--- src/rtl/cellrv32_package.sv ---
// Shared definitions for the CPU-side co-processor dispatch logic.
package cellrv32_package;

    // Dispatch FSM states.
    typedef enum logic [1:0] {
        DISP_IDLE = 2'd0,
        DISP_EXEC = 2'd1,
        DISP_CAPT = 2'd2
    } dispatch_state_t;

    // Width of the co-processor select field coming from the control unit.
    localparam int CP_ID_W = 4;

    // Co-processor slot assignment on the dispatch bus.
    localparam logic [CP_ID_W-1:0] CP_SEL_SHIFT    = 4'd0;
    localparam logic [CP_ID_W-1:0] CP_SEL_MULDIV   = 4'd1;
    localparam logic [CP_ID_W-1:0] CP_SEL_BITMANIP = 4'd2;
    localparam logic [CP_ID_W-1:0] CP_SEL_COND     = 4'd3;
    localparam logic [CP_ID_W-1:0] CP_SEL_SHA      = 4'd4;
    localparam logic [CP_ID_W-1:0] CP_SEL_FPU      = 4'd5;
    localparam logic [CP_ID_W-1:0] CP_SEL_CUSTOM0  = 4'd6;
    localparam logic [CP_ID_W-1:0] CP_SEL_CUSTOM1  = 4'd7;

endpackage

--- src/rtl/cellrv32_cpu_cp_dispatch_if.sv ---
// Signal bundle between the control unit, the dispatcher and the co-processor array.
//
// Handshake: the control unit pulses req_i (with cp_id_i) only while busy_o is low;
// the dispatcher answers with exactly one of done_o / timeout_o / illegal_o as a
// single-cycle pulse, unless kill_i aborts the operation first. Towards the
// co-processors, cp_start_o is a one-cycle one-hot pulse and the selected unit
// raises its cp_valid_i bit for one cycle; its result is captured one cycle later.
interface cellrv32_cpu_cp_dispatch_if #(
    parameter int XLEN   = 32,
    parameter int NUM_CP = 8
);
    import cellrv32_package::*;

    logic                   req_i;
    logic [CP_ID_W-1:0]     cp_id_i;
    logic                   kill_i;
    logic [NUM_CP-1:0]      cp_start_o;
    logic [NUM_CP-1:0]      cp_valid_i;
    logic [NUM_CP*XLEN-1:0] cp_res_i;
    logic [XLEN-1:0]        res_o;
    logic                   done_o;
    logic                   timeout_o;
    logic                   illegal_o;
    logic                   busy_o;
    dispatch_state_t        dbg_state_o;

    // Dispatcher side.
    modport slave (
        input  req_i, cp_id_i, kill_i, cp_valid_i, cp_res_i,
        output cp_start_o, res_o, done_o, timeout_o, illegal_o, busy_o, dbg_state_o
    );

    // Control unit / co-processor array side.
    modport master (
        output req_i, cp_id_i, kill_i, cp_valid_i, cp_res_i,
        input  cp_start_o, res_o, done_o, timeout_o, illegal_o, busy_o, dbg_state_o
    );

endinterface

--- src/rtl/cellrv32_cp_res_or.sv ---
// OR-reduction of the flattened co-processor result bus. Idle co-processors
// drive zero, so the OR yields the result of the active unit.
module cellrv32_cp_res_or #(
    parameter int NUM_CP = 8,
    parameter int XLEN   = 32
) (
    input  logic [NUM_CP*XLEN-1:0] i_res_flat,
    output logic [XLEN-1:0]        o_res
);

    // Fold all XLEN-wide slices together.
    always_comb begin
        o_res = '0;
        for (int k = 0; k < NUM_CP; k++) begin
            o_res = o_res | i_res_flat[k*XLEN +: XLEN];
        end
    end

endmodule

--- src/rtl/cellrv32_cpu_cp_dispatch.sv ---
// CPU-side co-processor initiator: start pulse, wait for valid with timeout,
// capture the OR-combined result and report done / timeout / illegal select.
module cellrv32_cpu_cp_dispatch
    import cellrv32_package::*;
#(
    parameter int XLEN    = 32,
    parameter int NUM_CP  = 8,
    parameter int TMO_CYC = 15
) (
    input  logic                         clk_i,
    input  logic                         rst_i,
    cellrv32_cpu_cp_dispatch_if.slave    bus
);

    localparam int                CNT_W    = $clog2(TMO_CYC + 1);
    localparam logic [CNT_W-1:0]  CNT_LAST = CNT_W'(TMO_CYC - 1);

    dispatch_state_t        r_state;
    logic [CNT_W-1:0]       r_cnt;
    logic [CP_ID_W-1:0]     r_id;
    logic [NUM_CP-1:0]      r_start;
    logic [XLEN-1:0]        r_res;
    logic                   r_done;
    logic                   r_tmo;
    logic                   r_ill;

    dispatch_state_t        w_state_nxt;
    logic [CNT_W-1:0]       w_cnt_nxt;
    logic [CP_ID_W-1:0]     w_id_nxt;
    logic [NUM_CP-1:0]      w_start_nxt;
    logic [XLEN-1:0]        w_res_nxt;
    logic                   w_done_nxt;
    logic                   w_tmo_nxt;
    logic                   w_ill_nxt;
    logic                   w_sel_valid;
    logic                   w_id_legal;
    logic [XLEN-1:0]        w_res_or;

    cellrv32_cp_res_or #(
        .NUM_CP (NUM_CP),
        .XLEN   (XLEN)
    ) u_res_or (
        .i_res_flat (bus.cp_res_i),
        .o_res      (w_res_or)
    );

    assign w_id_legal = ({1'b0, bus.cp_id_i} < 5'(NUM_CP));

    // Pick the valid bit of the latched co-processor; all others are ignored.
    always_comb begin
        w_sel_valid = 1'b0;
        for (int k = 0; k < NUM_CP; k++) begin
            if (r_id == CP_ID_W'(k)) begin
                w_sel_valid = bus.cp_valid_i[k];
            end
        end
    end

    // Next-state and next-pulse logic; kill overrides everything, valid beats timeout.
    always_comb begin
        w_state_nxt = r_state;
        w_cnt_nxt   = r_cnt;
        w_id_nxt    = r_id;
        w_start_nxt = '0;
        w_res_nxt   = r_res;
        w_done_nxt  = 1'b0;
        w_tmo_nxt   = 1'b0;
        w_ill_nxt   = 1'b0;
        if (bus.kill_i) begin
            w_state_nxt = DISP_IDLE;
            w_cnt_nxt   = '0;
        end else begin
            case (r_state)
                DISP_IDLE: begin
                    if (bus.req_i) begin
                        if (w_id_legal) begin
                            w_id_nxt    = bus.cp_id_i;
                            w_cnt_nxt   = '0;
                            w_state_nxt = DISP_EXEC;
                            for (int k = 0; k < NUM_CP; k++) begin
                                w_start_nxt[k] = (bus.cp_id_i == CP_ID_W'(k));
                            end
                        end else begin
                            w_ill_nxt = 1'b1;
                        end
                    end
                end
                DISP_EXEC: begin
                    if (r_cnt != CNT_LAST) begin
                        w_cnt_nxt = r_cnt + CNT_W'(1);
                    end
                    if (w_sel_valid) begin
                        w_state_nxt = DISP_CAPT;
                    end else if (r_cnt == CNT_LAST) begin
                        w_tmo_nxt   = 1'b1;
                        w_state_nxt = DISP_IDLE;
                    end
                end
                DISP_CAPT: begin
                    w_res_nxt   = w_res_or;
                    w_done_nxt  = 1'b1;
                    w_state_nxt = DISP_IDLE;
                end
                default: begin
                    w_state_nxt = DISP_IDLE;
                end
            endcase
        end
    end

    // State, counter, latched id, captured result and status pulse registers.
    always_ff @(posedge clk_i or posedge rst_i) begin
        if (rst_i) begin
            r_state <= DISP_IDLE;
            r_cnt   <= '0;
            r_id    <= '0;
            r_start <= '0;
            r_res   <= '0;
            r_done  <= 1'b0;
            r_tmo   <= 1'b0;
            r_ill   <= 1'b0;
        end else begin
            r_state <= w_state_nxt;
            r_cnt   <= w_cnt_nxt;
            r_id    <= w_id_nxt;
            r_start <= w_start_nxt;
            r_res   <= w_res_nxt;
            r_done  <= w_done_nxt;
            r_tmo   <= w_tmo_nxt;
            r_ill   <= w_ill_nxt;
        end
    end

    assign bus.cp_start_o  = r_start;
    assign bus.res_o       = r_res;
    assign bus.done_o      = r_done;
    assign bus.timeout_o   = r_tmo;
    assign bus.illegal_o   = r_ill;
    assign bus.busy_o      = (r_state != DISP_IDLE);
    assign bus.dbg_state_o = r_state;

endmodule

--- src/flat_wrapper.sv ---
// flat-port wrapper written by rule: the top's interface ports become plain ports
module cellrv32_cpu_cp_dispatch_flat import cellrv32_package::*;
#(
    parameter int XLEN    = 32,
    parameter int NUM_CP  = 8,
    parameter int TMO_CYC = 15
)
  (clk_i, rst_i, bus_req_i, bus_cp_id_i, bus_kill_i, bus_cp_valid_i, bus_cp_res_i, bus_cp_start_o, bus_res_o, bus_done_o, bus_timeout_o, bus_illegal_o, bus_busy_o, bus_dbg_state_o);
  cellrv32_cpu_cp_dispatch_if #(.XLEN(XLEN), .NUM_CP(NUM_CP)) bus_i ();
  input  logic clk_i;
  input  logic rst_i;
  input wire logic [$bits(bus_i.req_i)-1:0] bus_req_i;
  input wire logic [$bits(bus_i.cp_id_i)-1:0] bus_cp_id_i;
  input wire logic [$bits(bus_i.kill_i)-1:0] bus_kill_i;
  input wire logic [$bits(bus_i.cp_valid_i)-1:0] bus_cp_valid_i;
  input wire logic [$bits(bus_i.cp_res_i)-1:0] bus_cp_res_i;
  output wire logic [$bits(bus_i.cp_start_o)-1:0] bus_cp_start_o;
  output wire logic [$bits(bus_i.res_o)-1:0] bus_res_o;
  output wire logic [$bits(bus_i.done_o)-1:0] bus_done_o;
  output wire logic [$bits(bus_i.timeout_o)-1:0] bus_timeout_o;
  output wire logic [$bits(bus_i.illegal_o)-1:0] bus_illegal_o;
  output wire logic [$bits(bus_i.busy_o)-1:0] bus_busy_o;
  output wire logic [$bits(bus_i.dbg_state_o)-1:0] bus_dbg_state_o;
  assign bus_i.req_i = bus_req_i;
  assign bus_i.cp_id_i = bus_cp_id_i;
  assign bus_i.kill_i = bus_kill_i;
  assign bus_i.cp_valid_i = bus_cp_valid_i;
  assign bus_i.cp_res_i = bus_cp_res_i;
  assign bus_cp_start_o = bus_i.cp_start_o;
  assign bus_res_o = bus_i.res_o;
  assign bus_done_o = bus_i.done_o;
  assign bus_timeout_o = bus_i.timeout_o;
  assign bus_illegal_o = bus_i.illegal_o;
  assign bus_busy_o = bus_i.busy_o;
  assign bus_dbg_state_o = bus_i.dbg_state_o;
  cellrv32_cpu_cp_dispatch #(.XLEN(XLEN), .NUM_CP(NUM_CP), .TMO_CYC(TMO_CYC)) u_core (.clk_i(clk_i), .rst_i(rst_i), .bus(bus_i));
endmodule
--- config.mk ---
export PLATFORM = sky130hd
export DESIGN_NAME = cellrv32_cpu_cp_dispatch_flat
export DESIGN_NICKNAME = d
export VERILOG_FILES = /design/src/rtl/cellrv32_package.sv /design/src/rtl/cellrv32_cpu_cp_dispatch_if.sv /design/src/rtl/cellrv32_cp_res_or.sv /design/src/rtl/cellrv32_cpu_cp_dispatch.sv /design/src/flat_wrapper.sv
export SDC_FILE = /design/constraint.sdc
export NUM_CORES = 1
export LEC_CHECK = 0
export BUFFER_PORTS_ARGS = -buffer_cell sky130_fd_sc_hd__buf_2
export CORE_AREA = 4 4 123 125
export DETAILED_ROUTE_END_ITERATION = 7
export DIE_AREA = 0 0 127 129
export GPL_TIMING_DRIVEN = 0
export PLACE_DENSITY_LB_ADDON = 0.05
export SLEW_MARGIN = 20
export SYNTH_ARGS = -nofsm -noshare
export SYNTH_HDL_FRONTEND = slang
export SYNTH_SLANG_ARGS = --single-unit
--- constraint.sdc ---
create_clock -name clk_i -period 1.5 [get_ports clk_i]
set_input_delay 0.3 -clock clk_i [delete_from_list [all_inputs] [get_ports clk_i]]
set_output_delay 0.3 -clock clk_i [all_outputs]
set_load 0.01 [all_outputs]
After elaboration in Yosys (flattened, before gate mapping)
Index checks and enable logic that the tools add are counted.
{"block": "classes", "n_lt_le_gt_ge": 1, "reduce_logical": 9, "n_bitwise": 8, "addsub": 1, "n_mux": 33, "n_eq_ne": 22}
{"cell": "$or 32x32->32", "count": 7}
{"cell": "$eq 4x3->1 const B", "count": 8}
{"cell": "$mux 8", "count": 4}
{"cell": "$mux 1", "count": 18}
{"cell": "$eq 4x2->1 const B", "count": 4}
{"cell": "$mux 4", "count": 4}
{"cell": "$mux 2", "count": 5}
{"cell": "$eq 4x1->1 const B", "count": 2}
{"cell": "$logic_not 4->1", "count": 2}
{"cell": "$pmux 4 s2", "count": 1}
{"cell": "$reduce_and 4->1", "count": 2}
{"cell": "$ne 3x2->1 const B", "count": 2}
{"cell": "$add 4x1->4 const B", "count": 1}
{"cell": "$eq 4x4->1 const B", "count": 1}
{"cell": "$lt 4x4->1 const B", "count": 1}
{"cell": "$ne 4x2->1 const B", "count": 1}
{"cell": "$ne 4x4->1 const B", "count": 1}
{"cell": "$pmux 2 s2", "count": 1}
{"cell": "$ne 3x3->1 const B", "count": 1}
{"cell": "$reduce_and 3->1", "count": 1}
{"cell": "$reduce_bool 3->1", "count": 1}
{"cell": "$eq 2x1->1 const B", "count": 1}
{"cell": "$eq 2x2->1 const B", "count": 1}
{"cell": "$logic_not 2->1", "count": 1}
{"cell": "other kinds (3)", "count": 3}
{"block": "totals", "output_inout_bits": 46, "reg_bits": 53, "wordCells": 82}

Depth between registers and ports, before layout
{"block": "depth", "ltp_word": 12, "depth_mapped": 6, "depth_no_buf": 6}

Hierarchy
Synthesis repeated with hierarchy kept, for this count alone.
{"block": "unflattened", "cells_unflattened": 246, "area_unflattened_um2": 2640.0}
{"mod": "cellrv32_cpu_cp_dispatch", "seq_area_each_um2": 1326.3, "n_inst": 1, "area_each_um2": 2119.5, "cells_each": 150}
{"mod": "cellrv32_cp_res_or", "seq_area_each_um2": 0.0, "n_inst": 1, "area_each_um2": 520.5, "cells_each": 96}

Least setup slack after synthesis
OpenSTA, ideal clock, no wires.
{"block": "synth_timing", "path_type": "register to register", "start": "register u_core.r_id[1]", "end": "register u_core.r_state[0], in the netlist u_core.bus.dbg_state_o[0]", "slack_ns": 0.129, "arrival_time_ns": 1.234, "required_time_ns": 1.363, "period_less_slack_ns": 1.371, "stages_incl_launch_ff": 5, "n_path_buf": 0, "cell_sequence": "dfrtp_1 mux4_1 inv_1 a2111oi_2 o21ai_0"}
{"block": "synth_via", "elab_chain_cells": 12}
{"element": "start, declared", "line_no": "cellrv32_cpu_cp_dispatch.sv:20", "source": "logic [CP_ID_W-1:0] r_id;"}
{"element": "start signal, assigned", "line_no": "cellrv32_cpu_cp_dispatch.sv:125", "source": "r_id <= w_id_nxt;"}
{"element": "$logic_not 4->1", "line_no": "cellrv32_cpu_cp_dispatch.sv:53", "source": "if (r_id == CP_ID_W'(k)) begin"}
{"element": "$mux 1 (7 in series)", "line_no": "cellrv32_cpu_cp_dispatch.sv:53"}
{"element": "$mux 1 *", "line_no": "cellrv32_cpu_cp_dispatch.sv:53"}
{"element": "$mux 2", "line_no": "cellrv32_cpu_cp_dispatch.sv:92", "source": "if (w_sel_valid) begin"}
{"element": "$pmux 2 s2", "line_no": "cellrv32_cpu_cp_dispatch.sv:73", "source": "case (r_state)"}
{"element": "$mux 2", "line_no": "cellrv32_cpu_cp_dispatch.sv:69", "source": "if (bus.kill_i) begin"}
{"element": "end signal, assigned", "line_no": "cellrv32_cpu_cp_dispatch.sv:123", "source": "r_state <= w_state_nxt;"}
{"element": "end, declared", "line_no": "cellrv32_cpu_cp_dispatch.sv:18", "source": "dispatch_state_t r_state;"}
Mark *: on every way between the ends. The rest lies on a longest branch, timed or not.
A chain may end at the register's enable or synchronous reset.

Final worst setup path
{"block": "layout_timing", "start": "register u_core.r_cnt[0]", "end": "register u_core.r_cnt[3]"}
{"block": "layout_via", "elab_chain_cells": 4}
{"element": "start, declared", "line_no": "cellrv32_cpu_cp_dispatch.sv:19", "source": "logic [CNT_W-1:0] r_cnt;"}
{"element": "start signal, assigned", "line_no": "cellrv32_cpu_cp_dispatch.sv:124", "source": "r_cnt <= w_cnt_nxt;"}
{"element": "$add 4x1->4", "line_no": "cellrv32_cpu_cp_dispatch.sv:90", "source": "w_cnt_nxt = r_cnt + CNT_W'(1);"}
{"element": "$mux 4", "line_no": "cellrv32_cpu_cp_dispatch.sv:89", "source": "if (r_cnt != CNT_LAST) begin"}
{"element": "$pmux 4 s2", "line_no": "cellrv32_cpu_cp_dispatch.sv:73"}
{"element": "$mux 4", "line_no": "cellrv32_cpu_cp_dispatch.sv:69"}
Parallel ways exist; a longest one is shown, timed or not. The select of a mux whose other input is x is not followed.

==> key figures <==
Drt
  • First-pass detailed-route iteration total: 4
  • Vias: 3362
  • Vias per inst: 4.406
  • DRT antenna net count: 0
  • 1st-iter DRT viols: 106
  • # DRC: 0
  • Routed WL per cell: 16.40 um
  • Drt total wl: 12510 um

Worst setup path
  • R2r setup slk: 0.07 ns
  • Critical-path cell list: inv_2, ha_2, nand3_4, nor4_4, a211oi_1, a211oi_1
  • Setup CP Type: reg -> reg
  • CP endpoint kind: flop
  • Critical Path AT: 1.62 ns
  • Reg2reg end: u_core.r_cnt[3]$_DFFE_PP0P_
  • Top cell family by delay on the critical path: simple AND/OR/NAND/NOR gates
  • CP required: 1.70 ns
  • Crit path buffers/inverters: 1
  • Startpoint types: flop
  • Worst reg2reg path depth: 6
  • Worst path max stage delay: 0.38 ns
  • Slowest CP cell: dfrtp_1
  • R2R Path Start: u_core.r_cnt[0]$_DFFE_PP0P_
  • Cell mode on critical path: a211oi_1
  • Max FO, Critical Path: 3

Cells and area
  • Most frequent cells in the layout: buf_2 (318), nor4_1 (65), dfrtp_1 (50)
  • Design Area, Final: 4701 um2
  • Share of layout cells above drive strength 1: 0.6192
  • Commonest non-fill, non-tap cell in the layout: buf_2
  • Finished Layout Cells: 763
  • Area Overhead vs Synth: 88.79%
  • N_diodes: 0
  • Nets@finish: 856

Synth
  • Ys Warns: 0
  • Synth Register Bits: 53
  • Post-synth top area share: 0.5327
  • Number of enable flip-flop cells after synthesis: 0
  • Main area contributors after synthesis: dfrtp_1 (53%), nor4_1 (17%), a31oi_1 (8.0%)
  • Mapped Nets: 525
  • Top_reg_cell synth: dfrtp_1
  • Distinct cells, synth: 31
  • Syn avg cell area: 9.920 um2
  • Synth Instances: 251
  • Sequential-to-total area share from yosys stat: 0.5327
  • Post-synth top area cell: dfrtp_1
  • Async set-reset flop share out of synthesis: 1.000
  • Synth Cell Area: 2490 um2

Run status
  • Outcome: finished clean

STA
  • Hold Fails Final Rpt: 0
  • Skew final: 0.003382 ns
  • Final Max Slew Viols: 0
  • FMAX: 701.6 MHz
  • Final worst path period share: 0.9502
  • Tmin final: 1.425 ns
  • Setup TNS: 0 ns
  • Worst slew margin: 0.6746
  • Final Setup Violations: 0
  • Worst Tran Pin Value: 0.4836 ns

Power and ir drop
  • Pleak: 0.002379 uW
  • Peak VDD IR: 0.4123 mV
  • Internal power: 3803 uW
  • Seq pwr share: 0.388
  • Clock power frac: 0.267
  • Sw Ratio: 0.3167
  • Comb pwr share: 0.346
  • Cell Pwr Density: 1184 nW/um2
  • NetSw: 1763 uW

Floorplan
  • Initial Util: 0.1794
  • Core area: 13880 um2
  • Io pins: 318
  • Die area: 16380 um2
  • Die W: 127 um
  • Die height: 129 um
  • Cell Rows: 43

Clocking
  • # clock sinks: 53
  • CTS Buffer Depth: 2
  • H-tree Lvls: 2
  • Worst-path clk slew: 0.07 ns
  • CTS Buf Count: 5
  • CTS tree: done
  • CTS root buf: clkbuf_16
  • Worst-Skew Late Latency: 0.29 ns

Flow run
  • Max-Cap Viols: 0

Placed design
  • GP Congestion: 0.8434
  • Placed instance count: 750
  • I/O Buffers: 317
  • Area after DPL: 4345 um2
  • Detailed Place HPWL: 11000 um

GRT
  • Largest net degree at the start of global routing: 26
  • Total GRT Usage: 0.1416
  • Vias in the first global route: 3567
  • Gr ovfl total: 0
  • First-pass GRT wire length: 18100 um
  • Initial antenna violation count: 1

Min path
  • Number of cells on the worst hold path: 2
  • Min-Delay Path Class: in -> reg
  • Min-Delay Endpoint: u_core.bus.cp_start_o[1]$_DFF_PP0_
  • Hold_sp: bus_cp_id_i[2]
==> cells in the mapped netlist (all sizes together), types with 2 or more instances <==
cell     number
a211oi        3
mux2          3
dfrtp        53
ha            2
and3          2
nand3         3
buf           6
a2111oi       2
nor2b         3
nor3          5
nor2         37
inv           9
nor3b         2
nor4         66
nand2b        2
a31oi        32
o21ai         3
nand4         2
and2          2
nand2         5
==> cell type report <==
type | instances | area [um2]
clock buffers | 5 | 125.1
flip-flops and latches | 53 | 1330
plain buffers | 7 | 65.06
well taps | 180 | 225.2
fillers | 1512 | 9180
clock inverters | 3 | 65.06
repair buffers | 324 | 1667
inverters | 9 | 37.54
multi-input cells | 182 | 1186
==> worst max path at each step <==
stage / startpoint / end / slack [ns] / cells after the start
detailed placement: bus_kill_i / u_core.bus.res_o[10]$_DFFE_PP0P_ / -0.26 / 6
CTS: u_core.bus.dbg_state_o[0]$_DFFE_PP0P_ / u_core.bus.res_o[12]$_DFFE_PP0P_ / -0.002 / 5
floorplan: u_core.r_id[1]$_DFFE_PP0P_ / u_core.bus.dbg_state_o[0]$_DFFE_PP0P_ / 0.13 / 4
global placement: bus_kill_i / u_core.bus.res_o[15]$_DFFE_PP0P_ / -0.23 / 6
finish: u_core.r_cnt[0]$_DFFE_PP0P_ / u_core.r_cnt[3]$_DFFE_PP0P_ / 0.07 / 6
global route: u_core.r_cnt[0]$_DFFE_PP0P_ / u_core.r_cnt[3]$_DFFE_PP0P_ / -0.002 / 6
==> routing by layer <==
metal,GRT usage,vias to the layer above,share of wire
met3,0.03445,11,0.083
li1,-,1653,-
met5,0,-,0.00056
met2,0.2737,162,0.55
met4,0.03659,2,0.012
met1,0.1539,1534,0.35
==> worst register-to-register path: stages (launching register included) <==
cell	delay, ns
dfrtp_1	0.38
inv_2	0.07
ha_2	0.21
nand3_4	0.10
nor4_4	0.30
a211oi_1	0.09
a211oi_1	0.19
==> registers in the layout, indices dropped and copies added (netlist names) <==
| register | cells |
|---|---|
| u_core.bus.illegal_o | 1 |
| u_core.r_id | 4 |
| u_core.r_cnt | 4 |
| u_core.bus.timeout_o | 1 |
| u_core.bus.cp_start_o | 8 |
| u_core.bus.dbg_state_o | 2 |
| u_core.bus.done_o | 1 |
| u_core.bus.res_o | 32 |
==> repair_timing <==
| action | 4_1_cts | 5_1_grt |
|---|---|---|
| endpoints found under the hold margin | 6 | 0 |
| setup buffers | 1 | 3 |
| hold buffers | 1 | 0 |
| gates resized for setup | 14 | 26 |
| pin swaps | 1 | 2 |
| endpoints found under the setup margin | 39 | 36 |
==> power by group through the flow <==
stage                     Clock, uW  Sequential [uW]  Combinational (uW)
final                          1480             2160                1920
after global routing           1610             2230                2120
after CTS                      1540             2160                1950
after detailed placement          0             2180                1910
after global placement            0             2170                1910
after floorplan                   0             2390                 579
==> per-stage QoR <==
step	worst slack, ns	power (uW)	util	hold WS [ns]
floorplan	0.1287	2970	-	0.3614
global placement	-0.2319	4079	0.3102	0.4988
detailed placement	-0.2636	4085	0.3131	0.2373
CTS	-0.001656	5658	0.3320	0.2233
global route	-0.002345	5957	0.3387	0.2240
finish	0.07470	5566	0.3387	0.2362
==> logic make-up after synthesis <==
group                    after synthesis  synth area share
buffers and inverters                 16           0.02663
AO/OA/AOI/OAI                         47            0.1276
adder cells (fa/ha/maj)                2           0.01005
flip-flops                            53            0.5327
AND/OR/NAND/NOR                      129            0.2789
multiplexers                           4           0.02412
Power figures use the tool's default switching activity.
